--- src/rtl/o_ddr_serializer.sv ---
// o_ddr_serializer: parallel-to-DDR gearbox with one-word holding buffer feeding an O_DDR primitive.
// Optional gap detection (GAP pulse, saturating GAP_CNT) is built when O_DDR_SERIALIZER_GAP_DETECT_EN is defined.
module o_ddr_serializer #(
    parameter int WIDTH = 8
) (
    input  logic             C,
    input  logic             R,
    input  logic             E,
    input  logic [WIDTH-1:0] D,
    input  logic             DV,
    output logic             DR,
    output logic [1:0]       Q,
    output logic             QV
`ifdef O_DDR_SERIALIZER_GAP_DETECT_EN
    ,
    output logic             GAP,
    output logic [7:0]       GAP_CNT
`endif
);

    localparam int CW = (WIDTH / 2 > 1) ? $clog2(WIDTH / 2) : 1;

    if (WIDTH < 4 || WIDTH > 16 || WIDTH % 2 != 0) begin : g_bad_width
        $error("o_ddr_serializer: WIDTH must be even and within 4..16");
    end

    typedef enum logic {IDLE, SHIFT} state_t;

    state_t           state_q, state_d;
    logic [WIDTH-1:0] hold_q, hold_d;
    logic             hold_full_q, hold_full_d;
    logic [WIDTH-1:0] sh_q, sh_d;
    logic [CW-1:0]    cnt_q, cnt_d;
    logic             active, last, load, gap_ev;
`ifdef O_DDR_SERIALIZER_GAP_DETECT_EN
    logic             gap_q, gap_d;
    logic [7:0]       gap_cnt_q, gap_cnt_d;
`endif

    assign active = state_q == SHIFT;
    assign last   = active && cnt_q == CW'(WIDTH / 2 - 1);
    assign load   = hold_full_q && (!active || last);
    assign gap_ev = last && !hold_full_q;
    assign DR     = !hold_full_q && E && !R;
    assign Q      = sh_q[1:0];
    assign QV     = active;
`ifdef O_DDR_SERIALIZER_GAP_DETECT_EN
    assign GAP     = gap_q;
    assign GAP_CNT = gap_cnt_q;
`endif

    // Next state: load beats drain beats shift; accepts only land in an empty holding buffer.
    always_comb begin
        state_d     = state_q;
        hold_d      = hold_q;
        hold_full_d = hold_full_q;
        sh_d        = sh_q;
        cnt_d       = cnt_q;
`ifdef O_DDR_SERIALIZER_GAP_DETECT_EN
        gap_d       = gap_q;
        gap_cnt_d   = gap_cnt_q;
`endif
        if (E) begin
            if (load) begin
                sh_d        = hold_q;
                cnt_d       = '0;
                state_d     = SHIFT;
                hold_full_d = 1'b0;
            end else if (last) begin
                sh_d    = '0;
                cnt_d   = '0;
                state_d = IDLE;
            end else if (active) begin
                sh_d  = sh_q >> 2;
                cnt_d = cnt_q + CW'(1);
            end
            if (DV && DR) begin
                hold_d      = D;
                hold_full_d = 1'b1;
            end
`ifdef O_DDR_SERIALIZER_GAP_DETECT_EN
            gap_d     = gap_ev;
            gap_cnt_d = (gap_ev && gap_cnt_q != 8'hFF) ? gap_cnt_q + 8'd1 : gap_cnt_q;
`endif
        end
    end

    // State registers; reset discards both the partial and the held word.
    always_ff @(posedge C or posedge R) begin
        if (R) begin
            state_q     <= IDLE;
            hold_q      <= '0;
            hold_full_q <= 1'b0;
            sh_q        <= '0;
            cnt_q       <= '0;
`ifdef O_DDR_SERIALIZER_GAP_DETECT_EN
            gap_q       <= 1'b0;
            gap_cnt_q   <= 8'h00;
`endif
        end else begin
            state_q     <= state_d;
            hold_q      <= hold_d;
            hold_full_q <= hold_full_d;
            sh_q        <= sh_d;
            cnt_q       <= cnt_d;
`ifdef O_DDR_SERIALIZER_GAP_DETECT_EN
            gap_q       <= gap_d;
            gap_cnt_q   <= gap_cnt_d;
`endif
        end
    end

endmodule

--- config.mk ---
export PLATFORM = sky130hd
export DESIGN_NAME = o_ddr_serializer
export DESIGN_NICKNAME = d
export VERILOG_FILES = /design/src/rtl/o_ddr_serializer.sv
export SDC_FILE = /design/constraint.sdc
export NUM_CORES = 1
export LEC_CHECK = 0
export BUFFER_PORTS_ARGS = -buffer_cell sky130_fd_sc_hd__buf_2
export CORE_MARGIN = 2
export CORE_UTILIZATION = 45
export DETAILED_ROUTE_END_ITERATION = 6
export PLACE_DENSITY = 0.67
export SLEW_MARGIN = 0
export SYNTH_ARGS = -nofsm -noshare
export SYNTH_HDL_FRONTEND = slang
export SYNTH_SLANG_ARGS = --single-unit
--- constraint.sdc ---
create_clock -name C -period 2.7 [get_ports C]
set_clock_uncertainty 0.05 [all_clocks]
set_input_delay 0.27 -clock C [delete_from_list [all_inputs] [get_ports C]]
set_output_delay 0.27 -clock C [all_outputs]
set_load 0.005 [all_outputs]
==> results of run 1 <==
## synthesized netlist by cell type
| cell | count | area, µm² |
|---|---|---|
| o21ai_1 | 1 | 5.00 |
| o21bai_1 | 1 | 7.51 |
| a22o_1 | 3 | 26.3 |
| nand2b_1 | 1 | 6.26 |
| nor2b_1 | 1 | 6.26 |
| nand2_1 | 6 | 22.5 |
| o21a_1 | 1 | 7.51 |
| buf_2 | 1 | 5.00 |
| clkbuf_1 | 1 | 3.75 |
| and3_1 | 5 | 31.3 |
| and2_4 | 1 | 8.76 |
| dfrtp_1 | 20 | 500 |
| o21ai_0 | 3 | 15.0 |
| a31oi_1 | 2 | 12.5 |
| mux2_4 | 8 | 120 |
| nor2_1 | 2 | 7.51 |
| inv_1 | 2 | 7.51 |
| a221o_1 | 4 | 40.0 |
| nor3b_2 | 1 | 12.5 |
| ha_1 | 1 | 12.5 |
| buf_4 | 2 | 15.0 |
| buf_8 | 1 | 15.0 |
| nand3_1 | 2 | 10.0 |
## metal layers
| layer | wire, µm | vias to the layer above | share of wire [%] |
|---|---|---|---|
| li1 | - | 279 | - |
| met1 | 691 | 277 | 47 |
| met2 | 711 | 19 | 48 |
| met3 | 74 | 0 | 5.0 |
| met4 | 0 | 0 | 0 |
| met5 | 0 | - | 0 |
## final timing paths
kind                                      startpoint  slack [ns]                     to
max in group asynchronous                          R        2.09  hold_q[7]$_DFFE_PP0P_
worst min-delay path                               R        0.05         QV$_DFFE_PP0P_
worst min register to register  cnt_q[1]$_DFFE_PP0P_        0.45   cnt_q[1]$_DFFE_PP0P_
worst max-delay path            cnt_q[0]$_DFFE_PP0P_        1.13    sh_q[3]$_DFFE_PP0P_
min in group C                                  D[0]        0.14  hold_q[0]$_DFFE_PP0P_
worst max register to register  cnt_q[0]$_DFFE_PP0P_        1.13    sh_q[3]$_DFFE_PP0P_
## flip-flops by register name (all words and copies together) (netlist names)
register and count:
hold_q 8, sh_q 8, cnt_q 2, QV 1, hold_full_q 1
## worst register-to-register path, stage by stage (launching register included)
cell and delay, ns:
dfrtp_1 0.41, ha_1 0.23, nand2b_1 0.18, and3_1 0.28, a221o_1 0.32
## power by group
group	leakage [nW]	internal, mW	switching, mW
clock network	0.0210	0.0822	0.0902
registers	0.248	0.426	0.0954
logic	0.231	0.182	0.133
total	0.500	0.690	0.319
## cells by family (layout without fill, tap and decap cells)
family	count (synthesis)	count (layout)	share of synthesized area, %
flip-flops	20	20	55.7
adder cells (fa/ha/maj)	1	1	1.39
multiplexers	8	8	13.4
buffers and inverters	7	21	5.15
AO/OA/AOI/OAI	15	15	12.7
AND/OR/NAND/NOR	19	19	11.7
## cell type report
type / count / area [µm²]
Inverter: 2 / 7.51
Fill cell: 179 / 917
Timing Repair Buffer: 15 / 75.1
Multi-Input combinational cell: 43 / 352
Sequential cell: 20 / 500
Clock buffer: 4 / 36.3
Tap cell: 27 / 33.8
==> results.cfg, run 1 <==
[global_route]
grt_pass1_wl_um = 2590
grtUsageMet3_pct = 5.56
grt_use_met1_pct = 19.4
track_usage_pct = 14.1
grt_util_met2_pct = 21.7
grt_start_max_net_pins = 21
grt.busiest_layer = met2
grt_antenna_before_repair = 0
grt_overflow = 0
grt_pass1_vias = 553

[sta]
setup-violations-final = 0
tightest_slew_ns = 0.745
setup-tns-final_ns = 0
setup_slack_ns = 1.13
finalHoldViolations = 0
min_period_ns = 1.57
slew_headroom_pct = 50.3
report.final.slew_viol_count = 0
period_share_pct = 58.3
hold-worst-slack_ns = 0.0458
rsz0062_at_grt = false
max_freq_mhz = 635

[synthesis]
synth_cell_types = 23
synth_warnings = 0
ys_seq_area_share_pct = 55.7
synth-seq-cells = 20
synthesis.nets = 83
synth_area_um2 = 898
netlist_instances = 70
synth_area_per_cell_um2 = 12.8

[layout]
final_common_cell = dfrtp_1
drive_gt1_share_pct = 34.5
nets = 98
fin_util_pct = 52.3
final_cells = 111
n_antenna_cell = 0
design_area_mm2 = 0.00100
area_growth_pct = 11.8
final_cell_mix = 20 x dfrtp_1, 15 x buf_2, 8 x mux2_4, 6 x nand2_1, 5 x and3_1

[clock_tree]
cts_resized = 0
clk_latency_ns = 0.30
clockBufferDepth = 2
cts_setup_buffers = 0
cts-htree-levels = 1
cts_inserted_buffers = 3
clk_pin_slew_ns = 0.11
cts_tree = built
cts-root-buf = clkbuf_4
holdBufCountCts = 0
clock_sinks = 20

[critical_path]
cp_slowest_cell = dfrtp_1
crit_required_ns = 2.84
critical_path_class = flop to flop
crit_chain = ha_1 > nand2b_1 > and3_1 > a221o_1
cp-end-kind = flop
crit_buf_inv = 0
cp_top_family = simple AND/OR/NAND/NOR gates
cp_max_fo = 7
cp.arrival_ns = 1.71
cp.depth = 4
critPathLaunchType = flop
reg2reg_depth = 4
crit_path_max_incr_delay_ns = 0.41

[placed_design]
place_area_um2 = 968
port_buffers = 15
dp_slack_ns = 1.14
place_inst = 107
routabilityCongestion = 0.752

[floorplanning]
initial_core_util_pct = 46.7
core_mm2 = 0.00192
fp.dieH_um = 48.7
row_count = 16
ios = 16
die_w_um = 48.7
die_area_mm2 = 0.00237

[detailed_routing]
drt_wl_total_um = 1480
drc = 0
vias = 575
dr.pass1.iters = 4
routedWlPerCell_um = 13.3
via_per_inst = 5.18
drtIter0Drc = 16
ant_nets = 0

[pwr]
powerDensity_mw_per_mm2 = 1000
leakagePower_nw = 0.500
power_mw = 1.01
max-vdd-ir-drop_mv = 0.570

[run]
drv_cap = 0

[hold_path]
hold_path.class = input port to asynchronous set/reset pin

[run_status]
outcome = completed
Power figures use the tool's default switching activity.
==> run 2, diff against run 1 <==
PLACE_DENSITY = 0.69   (was 0.67)
clock period = 1.3 ns   (was 2.7 ns; I/O delays follow)
==> run 2 against run 1 <==
Against the previous run:
- the flow now finishes with violations (negative setup slack)
- sequential power is 110% higher
- global-route usage is 3.4 points higher
- critical path depth is 1 lower
- worst hold slack better by 0.035 ns
- flip-flop and latch count unchanged
- power grew to 2.7 times the previous value
- clock power grew to 3.0 times the previous value
- die area is the same
- combinational power rose to 3.5 times the previous value
- routed wire length grew 28%
- worst setup slack worse by 1.2 ns
- critical endpoint is now hold_q[4]$_DFFE_PP0P_
- highest routed layer is now met4
==> results.cfg, run 2 (synthesis results as in run 1) <==
[clock_tree]
clock_sinks = 20
cts-root-buf = clkbuf_4
clockBufferDepth = 2
clk_latency_ns = 0.31
clk_pin_slew_ns = 0.10
cts_tree = built
cts-htree-levels = 1
cts_inserted_buffers = 3

[detailed_routing]
vias = 674
via_per_inst = 5.18
routedWlPerCell_um = 14.5
drc = 0
drtIter0Drc = 13
ant_nets = 0
dr.pass1.iters = 4
drt_wl_total_um = 1890

[placed_design]
routabilityCongestion = 0.740
dp_hpwl_um = 1220
port_buffers = 15

[global_route]
grt_antenna_before_repair = 0
grt_overflow = 0
track_usage_pct = 17.4
grt_pass1_wl_um = 3170
grt_pass1_vias = 696
grt_start_max_net_pins = 15

[run]
drv_cap = 0

[sta]
min_period_ns = 1.38
setup_slack_ns = -0.0837
finalHoldViolations = 0
setup-tns-final_ns = -0.820
slew_headroom_pct = 83.3
report.final.slew_viol_count = 0
setup-violations-final = 16
rsz0062_at_grt = true
period_share_pct = 106
tightest_slew_ns = 0.251
hold-worst-slack_ns = 0.0805
max_freq_mhz = 723

[critical_path]
cp.arrival_ns = 1.53
cp_max_fo = 9
critPathLaunchType = flop
crit_path_max_incr_delay_ns = 0.45
crit_chain = nor3b_4 > and2_4 > mux2_4
cp-end-kind = flop
crit_required_ns = 1.45
critical_path_class = flop to flop
cp_slowest_cell = dfrtp_2

[pwr]
max-vdd-ir-drop_mv = 1.09
leakagePower_nw = 0.612
powerDensity_mw_per_mm2 = 2160

[floorplanning]
ios = 16
initial_core_util_pct = 46.7
die_w_um = 48.7
core_mm2 = 0.00192
die_area_mm2 = 0.00237
fp.dieH_um = 48.7
row_count = 16

[run_status]
outcome = finished, violations left
violations = negative setup slack

[layout]
nets = 117
fill_cells = 155
n_antenna_cell = 0
area_growth_pct = 38.4
final_cell_mix = 19 x dfrtp_1, 15 x buf_2, 9 x dlygate4sd3_1, 8 x mux2_4, 8 x buf_4
final_common_cell = dfrtp_1
reg_top3 = hold_q x8, sh_q x8, cnt_q x2
drive_gt1_share_pct = 47.6

[hold_path]
hold_path.class = input port to flop
[run 2: cell count changes in the layout (fill, tap and decap cells not counted), moves of 2 or more]
cell           previous run  this run
nand2_1                   6         3
o21ai_2                   0         2
buf_6                     0         2
o21ai_0                   3         0
dlygate4sd3_1             0         9
buf_4                     0         8
nand2_2                   0         2
[run 2: final timing paths]
| check | startpoint | endpoint | slack, ns | cells past startpoint |
|---|---|---|---|---|
| worst max-delay path | hold_full_q$_DFFE_PP0P_ | hold_q[4]$_DFFE_PP0P_ | -0.08 | 3 |
| worst min-delay path | E | cnt_q[0]$_DFFE_PP0P_ | 0.08 | 3 |
| worst max register to register | hold_full_q$_DFFE_PP0P_ | hold_q[4]$_DFFE_PP0P_ | -0.08 | 3 |
| worst min register to register | sh_q[6]$_DFFE_PP0P_ | sh_q[6]$_DFFE_PP0P_ | 0.46 | 1 |
| max in group asynchronous | R | hold_full_q$_DFFE_PP0P_ | 0.46 | 4 |
| min in group asynchronous | R | sh_q[1]$_DFFE_PP0P_ | 0.25 | 3 |
[run 2: metal layers]
layer	GRT usage [%]	share of wire (%)
met1	22.5	42
met4	6.19	1.1
met3	4.63	4.9
met2	28.3	52
met5	0	0
[run 2: final cells by class]
class                           count  area, µm²  share of cell area, %
Sequential cell                    20        502                   40.3
Multi-Input combinational cell     43        400                   32.2
Timing Repair Buffer               34        248                   19.9
Tap cell                           27       33.8                   2.72
Clock inverter                      1       30.0                   2.41
Clock buffer                        3       22.5                   1.81
Inverter                            2       7.51                  0.604
[run 2: worst max-delay path, delay by kind of cell (launching register included)]
family | cells | cell delay (ns)
and+or+nand+nor | 2 | 0.45
muxes | 1 | 0.31
DFF | 1 | 0.45
[run 2: repair_timing]
action / 4_1_cts / 5_1_grt
hold buffers: 9 / 0
resized for setup: 3 / 13
gates cloned: 0 / 0
hold endpoints to repair: 14 / 0
endpoints found under the setup margin: 18 / 19
setup buffers: 0 / 2
pin swaps: 2 / 9
[run 2: metrics by stage]
stage / util, % / power [mW] / setup WS (ns) / instances / instance area (µm²)
final: 64.7 / 2.69 / -0.0837 / 130 / 1240
after floorplan: - / 1.68 / -0.141 / 70 / 922
after detailed placement: 54.4 / 1.96 / -0.181 / 115 / 1040
after global placement: 54.4 / 1.91 / -0.115 / 115 / 1040
after global routing: 64.7 / 2.86 / -0.144 / 130 / 1240
after CTS: 62.2 / 2.52 / -0.0931 / 128 / 1190
[run 2: where the power goes]
| part | total (mW) | switching (mW) | internal (mW) |
|---|---|---|---|
| logic | 1.10 | 0.441 | 0.657 |
| registers | 1.08 | 0.194 | 0.888 |
| clock network | 0.510 | 0.198 | 0.312 |
